--- src/rtl/imm_extend_pipe.sv ---
`default_nettype none
// ============================================================================
// Module   : imm_extend_pipe
// Purpose  : Decode-stage immediate generator. Builds a sign/zero-extended
//            immediate of D_WIDTH bits from a 32-bit RV instruction and a
//            3-bit format select. The result is carried with a sideband tag
//            through a valid/ready pipeline stage backed by a skid register.
//            The stage also provides a synchronous flush and a saturating
//            illegal-format counter.
// Ports    : clk, rst        - clock, asynchronous active-high reset
//            flush           - synchronous discard of all buffered entries
//            in_valid/in_ready, instr, immsrc, in_tag - input handshake
//            out_valid/out_ready, immext, out_tag, out_err - output handshake
//            err_count       - illegal-immsrc accepts, saturating at 255
// Revision : 1.0 - initial release
// ============================================================================
module imm_extend_pipe #(
    parameter int D_WIDTH   = 32,
    parameter int TAG_WIDTH = 32
) (
    input  logic                 clk,
    input  logic                 rst,
    input  logic                 flush,
    input  logic                 in_valid,
    output logic                 in_ready,
    input  logic [31:0]          instr,
    input  logic [2:0]           immsrc,
    input  logic [TAG_WIDTH-1:0] in_tag,
    output logic                 out_valid,
    input  logic                 out_ready,
    output logic [D_WIDTH-1:0]   immext,
    output logic [TAG_WIDTH-1:0] out_tag,
    output logic                 out_err,
    output logic [7:0]           err_count
);

    localparam logic [2:0] c_SRC_I  = 3'b000;
    localparam logic [2:0] c_SRC_S  = 3'b001;
    localparam logic [2:0] c_SRC_B  = 3'b010;
    localparam logic [2:0] c_SRC_J  = 3'b011;
    localparam logic [2:0] c_SRC_U  = 3'b100;
    localparam logic [2:0] c_SRC_Z  = 3'b101;
    localparam logic [2:0] c_SRC_SH = 3'b110;
    localparam logic [7:0] c_ERR_MAX = 8'd255;

    generate
        if (D_WIDTH != 32 && D_WIDTH != 64) begin : g_bad_width
            $error("imm_extend_pipe: D_WIDTH must be 32 or 64");
        end
    endgenerate

    // Opcode bits play no part in immediate extraction.
    logic w_unused_opcode;
    assign w_unused_opcode = ^instr[6:0];

    // ------------------------------------------------------------------
    // Immediate extraction. Sign-extended formats start from a word filled
    // with instr[31] and then overwrite the low field; zero-extended ones
    // start from zero.
    // ------------------------------------------------------------------
    logic [D_WIDTH-1:0] w_imm;
    logic               w_illegal;

    always_comb begin
        w_imm     = {D_WIDTH{instr[31]}};
        w_illegal = 1'b0;
        case (immsrc)
            c_SRC_I:  w_imm[11:0] = instr[31:20];
            c_SRC_S:  w_imm[11:0] = {instr[31:25], instr[11:7]};
            c_SRC_B:  w_imm[12:0] = {instr[31], instr[7], instr[30:25], instr[11:8], 1'b0};
            c_SRC_J:  w_imm[20:0] = {instr[31], instr[19:12], instr[20], instr[30:21], 1'b0};
            c_SRC_U:  w_imm[31:0] = {instr[31:12], 12'b0};
            c_SRC_Z: begin
                w_imm      = '0;
                w_imm[4:0] = instr[19:15];
            end
            c_SRC_SH: begin
                // Shift amount is 6 bits wide on a 64-bit datapath.
                w_imm = '0;
                if (D_WIDTH == 64) begin
                    w_imm[5:0] = instr[25:20];
                end else begin
                    w_imm[4:0] = instr[24:20];
                end
            end
            default: begin
                w_imm     = '0;
                w_illegal = 1'b1;
            end
        endcase
    end

    // ------------------------------------------------------------------
    // Storage: main entry drives the outputs, skid entry absorbs the one
    // extra accept that can happen while in_ready is still registered high.
    // ------------------------------------------------------------------
    logic                 main_valid_q, main_valid_d;
    logic [D_WIDTH-1:0]   main_imm_q,   main_imm_d;
    logic [TAG_WIDTH-1:0] main_tag_q,   main_tag_d;
    logic                 main_err_q,   main_err_d;
    logic                 skid_valid_q, skid_valid_d;
    logic [D_WIDTH-1:0]   skid_imm_q,   skid_imm_d;
    logic [TAG_WIDTH-1:0] skid_tag_q,   skid_tag_d;
    logic                 skid_err_q,   skid_err_d;
    logic [7:0]           err_count_q,  err_count_d;

    logic w_accept;
    logic w_pop;

    assign w_accept = in_valid & ~skid_valid_q;
    assign w_pop    = main_valid_q & out_ready;

    always_comb begin
        main_valid_d = main_valid_q;
        main_imm_d   = main_imm_q;
        main_tag_d   = main_tag_q;
        main_err_d   = main_err_q;
        skid_valid_d = skid_valid_q;
        skid_imm_d   = skid_imm_q;
        skid_tag_d   = skid_tag_q;
        skid_err_d   = skid_err_q;
        err_count_d  = err_count_q;

        // Counting happens at accept, independent of a concurrent flush.
        if (w_accept && w_illegal && (err_count_q != c_ERR_MAX)) begin
            err_count_d = err_count_q + 8'd1;
        end

        if (flush) begin
            main_valid_d = 1'b0;
            skid_valid_d = 1'b0;
        end else if (!main_valid_q || w_pop) begin
            if (skid_valid_q) begin
                main_valid_d = 1'b1;
                main_imm_d   = skid_imm_q;
                main_tag_d   = skid_tag_q;
                main_err_d   = skid_err_q;
                skid_valid_d = w_accept;
                if (w_accept) begin
                    skid_imm_d = w_imm;
                    skid_tag_d = in_tag;
                    skid_err_d = w_illegal;
                end
            end else begin
                main_valid_d = w_accept;
                if (w_accept) begin
                    main_imm_d = w_imm;
                    main_tag_d = in_tag;
                    main_err_d = w_illegal;
                end
            end
        end else if (w_accept) begin
            skid_valid_d = 1'b1;
            skid_imm_d   = w_imm;
            skid_tag_d   = in_tag;
            skid_err_d   = w_illegal;
        end
    end

    always_ff @(posedge clk or posedge rst) begin
        if (rst) begin
            main_valid_q <= 1'b0;
            main_imm_q   <= '0;
            main_tag_q   <= '0;
            main_err_q   <= 1'b0;
            skid_valid_q <= 1'b0;
            skid_imm_q   <= '0;
            skid_tag_q   <= '0;
            skid_err_q   <= 1'b0;
            err_count_q  <= 8'd0;
        end else begin
            main_valid_q <= main_valid_d;
            main_imm_q   <= main_imm_d;
            main_tag_q   <= main_tag_d;
            main_err_q   <= main_err_d;
            skid_valid_q <= skid_valid_d;
            skid_imm_q   <= skid_imm_d;
            skid_tag_q   <= skid_tag_d;
            skid_err_q   <= skid_err_d;
            err_count_q  <= err_count_d;
        end
    end

    // in_ready comes straight from a flop, so it lags the skid by one cycle.
    assign in_ready  = ~skid_valid_q;
    assign out_valid = main_valid_q;
    assign immext    = main_imm_q;
    assign out_tag   = main_tag_q;
    assign out_err   = main_err_q;
    assign err_count = err_count_q;

endmodule
`default_nettype wire

--- config.mk ---
export PLATFORM = sky130hd
export DESIGN_NAME = imm_extend_pipe
export DESIGN_NICKNAME = d
export VERILOG_FILES = /design/src/rtl/imm_extend_pipe.sv
export SDC_FILE = /design/constraint.sdc
export NUM_CORES = 1
export LEC_CHECK = 0
export ABC_AREA = 1
export CORE_MARGIN = 2
export CORE_UTILIZATION = 45
export DETAILED_ROUTE_END_ITERATION = 12
export GPL_TIMING_DRIVEN = 0
export PLACE_DENSITY = 0.87
export SLEW_MARGIN = 20
export SYNTH_ARGS = -nofsm -noshare
export SYNTH_HDL_FRONTEND = slang
export SYNTH_SLANG_ARGS = --single-unit
--- constraint.sdc ---
create_clock -name clk -period 4.4 [get_ports clk]
set_input_delay 0.88 -clock clk [delete_from_list [all_inputs] [get_ports clk]]
set_output_delay 0.88 -clock clk [all_outputs]
set_load 0.01 [all_outputs]
==> flow_summary.toml, run 1 <==
[detailed_routing]
detail-route-antenna-nets = 0
viasPerCell = 5.178
drc = 0
drt_iter0_markers = 583
vias = 5836
routed_wl_um = 17320
avgRoutedWirePerCell_um = 15.37
drt_first_pass_iters = 5

[power_and_ir_drop]
p_int_uw = 2949
combPwrFrac_pct = 20.0
power.density_mw_per_mm2 = 465.2
p_leak_uw = 0.004176
p_seq_share_pct = 42.0
switching_share_pct = 26.86
p_switching_uw = 1083
clkPwrFrac_pct = 38.0
ir_drop_mv = 0.2743

[setup_path]
critPathArrivalTime_ps = 2230
crit_path_start_kind = "register"
cp_max_fo = 10
reg2reg_slack_ps = 2790
path_cells = "inv_1, buf_2, clkbuf_1, clkdlybuf4s50_1"
cp.buffers_inverters = 4
crit_required_ps = 3520
max_stage_delay_ps = 630
path_class = "register to primary output"
endpoint_kind = "primary output"
path_delay_family = "buffers and inverters"
slowest_stage = "clkdlybuf4s50_1"

[sta]
slew_viol_final = 0
tns_ps = 0
rsz0062_at_grt = "no"
setup_viol = 0
skew_ps = 6.051
maxSlewHeadroom_pct = 60.65
tightest_slew_ps = 590.2
holdWs_ps = 463.4
period_share_pct = 70.75
max_freq_mhz = 321.2
hold_violations = 0
min_period_ps = 3113

[synth]
synthCells = 773
synth_cell_types = 28
yosysWarnings = 0
yosysTopAreaCell = "dfrtp_1"
synth_top_area_share_pct = 55.25
synth.area.top_cells = "dfrtp_1 (55%), nand2_1 (14%), o21ai_0 (10%)"
ys_seq_elements = 140
synth_area_mm2 = 0.006341
postSynthAreaPerCell_um2 = 8.203
syn_nets = 846
synth-seq-area-share_pct = 55.25

[clock_tree]
cts-root-buf = "clkbuf_16"
clock_tree.buffer_depth = 2
postCtsHoldBufs = 0
cts_buffers = 17
cts_tree = "done"
clk_pin_slew_ps = 60
cts_max_level = 4
clk_latency_ps = 410
cts.sinks = 140
postCtsSetupBuffers = 0
cts_resized = 0

[global_route]
grt_pass1_wl_um = 28350
overflow = 0
first_global_vias = 5699
grt_max_degree = 36
grt_util_all_layers_pct = 24.29
antenna_found_initial = 0

[floorplanning]
die_w_um = 122.7
fp.coreArea_mm2 = 0.01383
dieArea_mm2 = 0.01506
rows = 43
initial_utilization_pct = 45.86
ios = 147
die_y_um = 122.7

[final_layout]
seq_area_mm2 = 0.003503
mostFrequentLayoutCell = "nand2_1"
drive_gt1_share_pct = 8.870
syn2layout_area_growth_pct = 36.70
fillers = 1130
fin_nets = 1007
layout_common_cells = "nand2_1 (241), dfrtp_1 (140), clkdlybuf4s50_1 (138), o21ai_0 (130), inv_1 (55)"
n_antenna_cell = 0
multi_input_area_mm2 = 0.002381

[place]
portBuffers = 138
gp_congestion = 0.9106
dp_hpwl_um = 12320

[hold_path]
worstHoldPathType = "register to register"

[outcome]
status = "completed"

[run]
maxCapViolCount = 0
-- metrics by stage --
| step | total power, µW | area, µm² | setup WS, ps | utilization, % | instances |
|---|---|---|---|---|---|
| 3_3_place_gp | 2468 | 7951 | 554.6 | 57.51 | 1091 |
| 6_report | 4032 | 8668 | 1287 | 62.69 | 1127 |
| 5_1_grt | 4242 | 8668 | 1176 | 62.69 | 1127 |
| 2_1_floorplan | 2082 | 6345 | 1771 | - | 773 |
| 3_5_place_dp | 2514 | 8031 | 1738 | 58.09 | 1095 |
| 4_1_cts | 4049 | 8668 | 1294 | 62.69 | 1127 |
-- final cells by class --
| cell class | count | area share [%] |
|---|---|---|
| sequential | 140 | 40.42 |
| inverter | 61 | 2.699 |
| multi-input combinational | 526 | 27.47 |
| buffer | 46 | 2.613 |
| clock buffer | 22 | 5.471 |
| clock inverter | 10 | 1.876 |
| timing repair buffer | 142 | 16.86 |
| tap | 180 | 2.598 |
-- synthesized netlist by cell type --
cell       count
o21ai_0      130
nor2_2         4
inv_1         56
clkbuf_1      17
nand2_2        5
xnor2_1        2
ha_1           1
o21ai_1       20
a31oi_1       17
clkinv_2       1
xor2_1         3
nand3_2        1
nand2_4        1
o21bai_2       1
dfrtp_1      140
nand3b_1       1
a21boi_0       1
or2_2          3
inv_2          4
nand4_1        6
buf_2         22
buf_4          7
nor2_1        49
a21oi_1       11
nand3_1       22
nand2_1      241
a2bb2oi_1      5
nor3_1         2
-- final timing paths --
check	start	end	depth (start not counted)
max in group asynchronous	rst	immext[0]	4
worst min-delay path	skid_imm_q[26]	skid_imm_q[26]	2
worst max-delay path	skid_valid_q	in_ready	4
worst max register to register	skid_valid_q	immext[28]	5
min in group asynchronous	rst	out_tag[16]	2
worst min register to register	skid_imm_q[26]	skid_imm_q[26]	2
-- tightest hold or removal path, cell delays in order, from the launching register on --
cell,delay [ps]
dfrtp_1,330
nand2_1,50
nand2_1,40
-- routing by layer --
metal  part of all wire, %  wire length (µm)  global-route usage [%]  up-vias
li1                      -                 -                       -     2821
met1                    43              7435                   32.96     2746
met2                    47              8138                   37.85      242
met3                   8.4              1454                   5.901       27
met4                   1.7               289                   9.052        0
met5                     0                 0                       0        -
-- flip-flops by register name, summed over array words and instances (netlist names) --
signal        count
out_tag          32
skid_tag_q       32
err_count         8
skid_valid_q      1
skid_imm_q       32
out_valid         1
immext           32
skid_err_q        1
out_err           1
-- power by group through the flow --
stage	clock, µW	combinational, µW	sequential (µW)
finish	1530	805	1690
global route	1620	897	1730
CTS	1550	809	1690
detailed placement	0	803	1710
global placement	0	770	1700
floorplan	0	344	1740
-- cells by family after synthesis --
family | after synthesis | synth area share (%)
flops | 140 | 55.25
fa+ha+maj | 1 | 0.1973
xor+xnor | 5 | 0.6907
simple gates | 335 | 21.29
compound gates | 185 | 15.37
buf+inv | 107 | 7.202
Power figures use the tool's default switching activity.
==> inputs of run 2 (changes only) <==
clock period = 2.7 ns   (was 4.4 ns; I/O delays follow)
==> run 2 against run 1 <==
Net effect: worst hold slack lost 0.77 ps; setup slack got worse by 1000 ps; cell count about the same; combinational power increased by 63%; non-clock buffer count fell by 1.
==> flow_summary.toml, run 2 (synthesis gave the netlist of run 1 again) <==
[outcome]
status = "completed"

[sta]
maxSlewHeadroom_pct = 61.05
max_freq_mhz = 411.4
tightest_slew_ps = 584.3
setup_viol = 0
slew_viol_final = 0
period_share_pct = 90.02
hold_violations = 0
skew_ps = 6.423
rsz0062_at_grt = "no"
min_period_ps = 2431

[setup_path]
reg2reg_to = "immext[9]"
path_cells = "inv_1, buf_2, clkdlybuf4s50_1"
max_stage_delay_ps = 610
reg2reg_from = "skid_valid_q"
path_class = "register to primary output"
crit_path_start_kind = "register"
reg2reg_depth = 5
critPathArrivalTime_ps = 1890
endpoint_kind = "primary output"
cp_max_fo = 19
slowest_stage = "clkdlybuf4s50_1"
crit_required_ps = 2160
reg2reg_slack_ps = 960

[global_route]
grt_max_degree = 36
antenna_found_initial = 0
overflow = 0
first_global_vias = 5698
grt_pass1_wl_um = 28260
grt_util_all_layers_pct = 24.23

[clock_tree]
postCtsHoldBufs = 0
clk_pin_slew_ps = 60
cts-root-buf = "clkbuf_16"
cts_buffers = 17
cts.sinks = 140
clk_latency_ps = 410
clock_tree.buffer_depth = 2
postCtsSetupBuffers = 0
cts_resized = 0
cts_max_level = 4
cts_tree = "done"

[final_layout]
fin_util_pct = 62.66
fillers = 1129
syn2layout_area_growth_pct = 36.64
seq_area_mm2 = 0.003503
final_area_mm2 = 0.008665
drive_gt1_share_pct = 8.879
n_antenna_cell = 0
mostFrequentLayoutCell = "nand2_1"
layout_common_cells = "nand2_1 (241), dfrtp_1 (140), clkdlybuf4s50_1 (138), o21ai_0 (130), inv_1 (55)"
final_cells = 1126
multi_input_area_mm2 = 0.002381
fin_nets = 1006

[floorplanning]
initial_utilization_pct = 45.86
die_y_um = 122.7
dieArea_mm2 = 0.01506
ios = 147
rows = 43
die_w_um = 122.7
fp.coreArea_mm2 = 0.01383

[detailed_routing]
viasPerCell = 5.187
drt_iter0_markers = 603
routed_wl_um = 17300
drt_first_pass_iters = 5
detail-route-antenna-nets = 0
vias = 5841
drc = 0
avgRoutedWirePerCell_um = 15.37

[power_and_ir_drop]
p_seq_share_pct = 42.0
finalPower_uw = 6569
power.density_mw_per_mm2 = 758.1
p_leak_uw = 0.004174
ir_drop_mv = 0.4461
clkPwrFrac_pct = 38.0
p_switching_uw = 1763
p_int_uw = 4806
switching_share_pct = 26.84
combPwrFrac_pct = 20.0

[place]
dpl_cell_area_mm2 = 0.008031
gp_congestion = 0.9106
dp_hpwl_um = 12320
portBuffers = 138
dpl.cell_count = 1095

[hold_path]
hold_path_end = "skid_imm_q[26]"
worstHoldPathCells = 2
worstHoldPathType = "register to register"
hold_start = "skid_imm_q[26]"

[run]
maxCapViolCount = 0
==> run 2: changes by cell type in the layout (fill, tap and decap cells not counted) <==
cell      before  now
clkbuf_1      19   18
==> run 2: final cells by class <==
cell class	instances	share of cell area, %
Clock inverter	10	1.877
Multi-Input combinational cell	526	27.48
Timing Repair Buffer	142	16.87
Inverter	61	2.700
Tap cell	180	2.599
Buffer	45	2.570
Clock buffer	22	5.473
Sequential cell	140	40.43
==> run 2: worst max path at each step <==
stage,slack [ps],startpoint,endpoint
finish,270,skid_valid_q,in_ready
global route,180,skid_valid_q,in_ready
CTS,250,skid_valid_q,in_ready
detailed placement,380,skid_valid_q,in_ready
global placement,-810,rst,immext[12]
floorplan,410,rst,err_count[0]
==> run 2: power by group through the flow <==
stage,logic (µW),registers [µW],clock network (µW)
after floorplan,561,2830,0
after global placement,1250,2770,0
after detailed placement,1310,2790,0
after CTS,1320,2760,2520
after global routing,1460,2810,2640
final,1310,2760,2500
==> run 2: per-layer routing <==
metal	global-route usage [%]	vias up	wire, µm
li1	-	2813	-
met5	0	-	0
met3	5.809	41	1409
met1	32.81	2733	7467
met4	9.626	0	367
met2	37.60	254	8060
==> run 2: per-stage QoR <==
stage                     hold slack, ps  setup TNS [ps]  worst slack [ps]
after global routing               503.4               0             177.0
after detailed placement           454.1               0             377.7
after CTS                          468.3               0             246.8
after floorplan                    436.6               0             410.9
after global placement             448.8         -111080            -805.4
final                              462.7               0             269.4
==> run 2: worst max-delay path, delay by kind of cell, from the launching register on <==
family	cells	cell delay, ps
DFF	1	420
buffers and inverters	3	1060
==> inputs of run 3 (changes only) <==
--- a/config.mk
+++ b/config.mk
@@ -8,8 +8,9 @@
 export ABC_AREA = 1
 export CORE_MARGIN = 2
-export CORE_UTILIZATION = 45
+export CORE_UTILIZATION = 57
 export DETAILED_ROUTE_END_ITERATION = 12
+export DONT_BUFFER_PORTS = 1
 export GPL_TIMING_DRIVEN = 0
-export PLACE_DENSITY = 0.87
+export PLACE_DENSITY = 0.86
 export SLEW_MARGIN = 20
 export SYNTH_ARGS = -nofsm -noshare
==> constraint.sdc (replaced) <==
create_clock -name clk -period 2.7 [get_ports clk]
set_input_delay 0.405 -clock clk [delete_from_list [all_inputs] [get_ports clk]]
set_output_delay 0.405 -clock clk [all_outputs]
set_load 0.01 [all_outputs]
==> run 3 against run 2 <==
Net effect: cell area down 17%; via count down 7.4%; sequential share of layout area up 8.0 points.
==> flow_summary.toml, run 3 (synthesis gave the netlist of run 1 again) <==
[floorplanning]
die_y_um = 109.5
initial_utilization_pct = 58.49
fp.coreArea_mm2 = 0.01084
die_w_um = 109.5
dieArea_mm2 = 0.01198
rows = 38
ios = 147

[detailed_routing]
routed_wl_um = 16470
drt_first_pass_iters = 5
drt_iter0_markers = 600
drc = 0
viasPerCell = 5.687
avgRoutedWirePerCell_um = 17.31
vias = 5408
detail-route-antenna-nets = 0

[setup_path]
crit_required_ps = 2300
path_class = "register to primary output"
reg2reg_depth = 7
crit_path_start_kind = "register"
critPathArrivalTime_ps = 1720
cp_max_fo = 10
endpoint_kind = "primary output"

[hold_path]
worstHoldPathCells = 2
worstHoldPathType = "input pin to register"

[clock_tree]
clk_latency_ps = 530
cts_tree = "done"
clk_pin_slew_ps = 60
cts.sinks = 140
cts_max_level = 4
cts_buffers = 17
cts-root-buf = "clkbuf_8"
clock_tree.buffer_depth = 2

[sta]
hold_violations = 0
max_freq_mhz = 470.4
period_share_pct = 78.73
tns_ps = 0
rsz0062_at_grt = "no"
setup_viol = 0
maxSlewHeadroom_pct = 59.87
slew_viol_final = 0
holdWs_ps = 39.53
tightest_slew_ps = 602.0
skew_ps = 6.453
min_period_ps = 2126

[final_layout]
syn2layout_area_growth_pct = 14.01
mostFrequentLayoutCell = "nand2_1"
fillers = 890
drive_gt1_share_pct = 10.60
fin_nets = 871
layout_common_cells = "nand2_1 (241), dfrtp_1 (140), o21ai_0 (130), inv_1 (55), nor2_1 (49)"
n_antenna_cell = 0
fin_util_pct = 66.69
multi_input_area_mm2 = 0.002381
seq_area_mm2 = 0.003503

[power_and_ir_drop]
ir_drop_mv = 0.3815
power.density_mw_per_mm2 = 819.1
p_leak_uw = 0.003625

[global_route]
overflow = 0
grt_pass1_wl_um = 26160
grt_util_all_layers_pct = 28.69
grt_max_degree = 35
antenna_found_initial = 0
first_global_vias = 5377

[outcome]
status = "completed"

[place]
gp_congestion = 0.9036
portBuffers = 0
dp_hpwl_um = 11710

[run]
maxCapViolCount = 0
[run 3: cell count changes in the layout (fill, tap and decap cells not counted), sizes merged]
cell,before,now
clkdlybuf4s50,138,0
clkinvlp,3,8
clkinv,5,2
bufinv,4,2
inv,59,61
buf,33,34
clkbuf,38,37
dlygate4sd3,0,1
[run 3: timing repair]
action,in CTS,in global routing
hold endpoints to repair,15,0
setup buffers,0,0
hold buffers,1,0
resized for setup,0,0
[run 3: metal layers]
metal  track usage (%)  share of wire, %
met1             34.06                39
met3             10.85                10
met5                 0                 0
met4             11.48               2.4
met2             47.22                48
[run 3: metrics by stage]
stage / cells / total power, µW / area (µm²) / setup slack, ps
detailed placement: 918 / 3658 / 6635 / 983.8
finish: 951 / 5922 / 7229 / 574.2
global route: 951 / 6199 / 7229 / 466.8
floorplan: 773 / 3393 / 6345 / 545.9
global placement: 913 / 3568 / 6520 / -145.3
CTS: 951 / 5939 / 7229 / 544.7
[run 3: critical path, stage by stage (launching register included)]
cell,delay [ps]
dfrtp_1,410
inv_1,110
buf_2,230
clkbuf_1,450
[run 3: worst paths after layout]
| check | to | startpoint | slack (ps) |
|---|---|---|---|
| worst min register to register | skid_imm_q[9] | skid_imm_q[9] | 470 |
| worst max-delay path | in_ready | skid_valid_q | 570 |
| worst max register to register | out_tag[7] | out_valid | 1020 |
| max in group asynchronous | skid_imm_q[15] | rst | 1300 |
| worst min-delay path | skid_tag_q[24] | in_tag[24] | 40 |
| min in group asynchronous | out_tag[17] | rst | 350 |
[run 3: area by class of cell]
type / count / area share [%]
sequential: 140 / 48.46
multi-input combinational: 526 / 32.94
clock buffer: 20 / 6.161
inverter: 61 / 3.236
buffer: 46 / 3.133
tap: 140 / 2.423
clock inverter: 12 / 1.921
timing repair buffer: 6 / 1.731
[run 3: power breakdown]
group	total [µW]	switching, µW	internal [µW]
clock network	2290	916	1370
registers	2900	382	2510
logic	739	450	289
total	5920	1750	4170
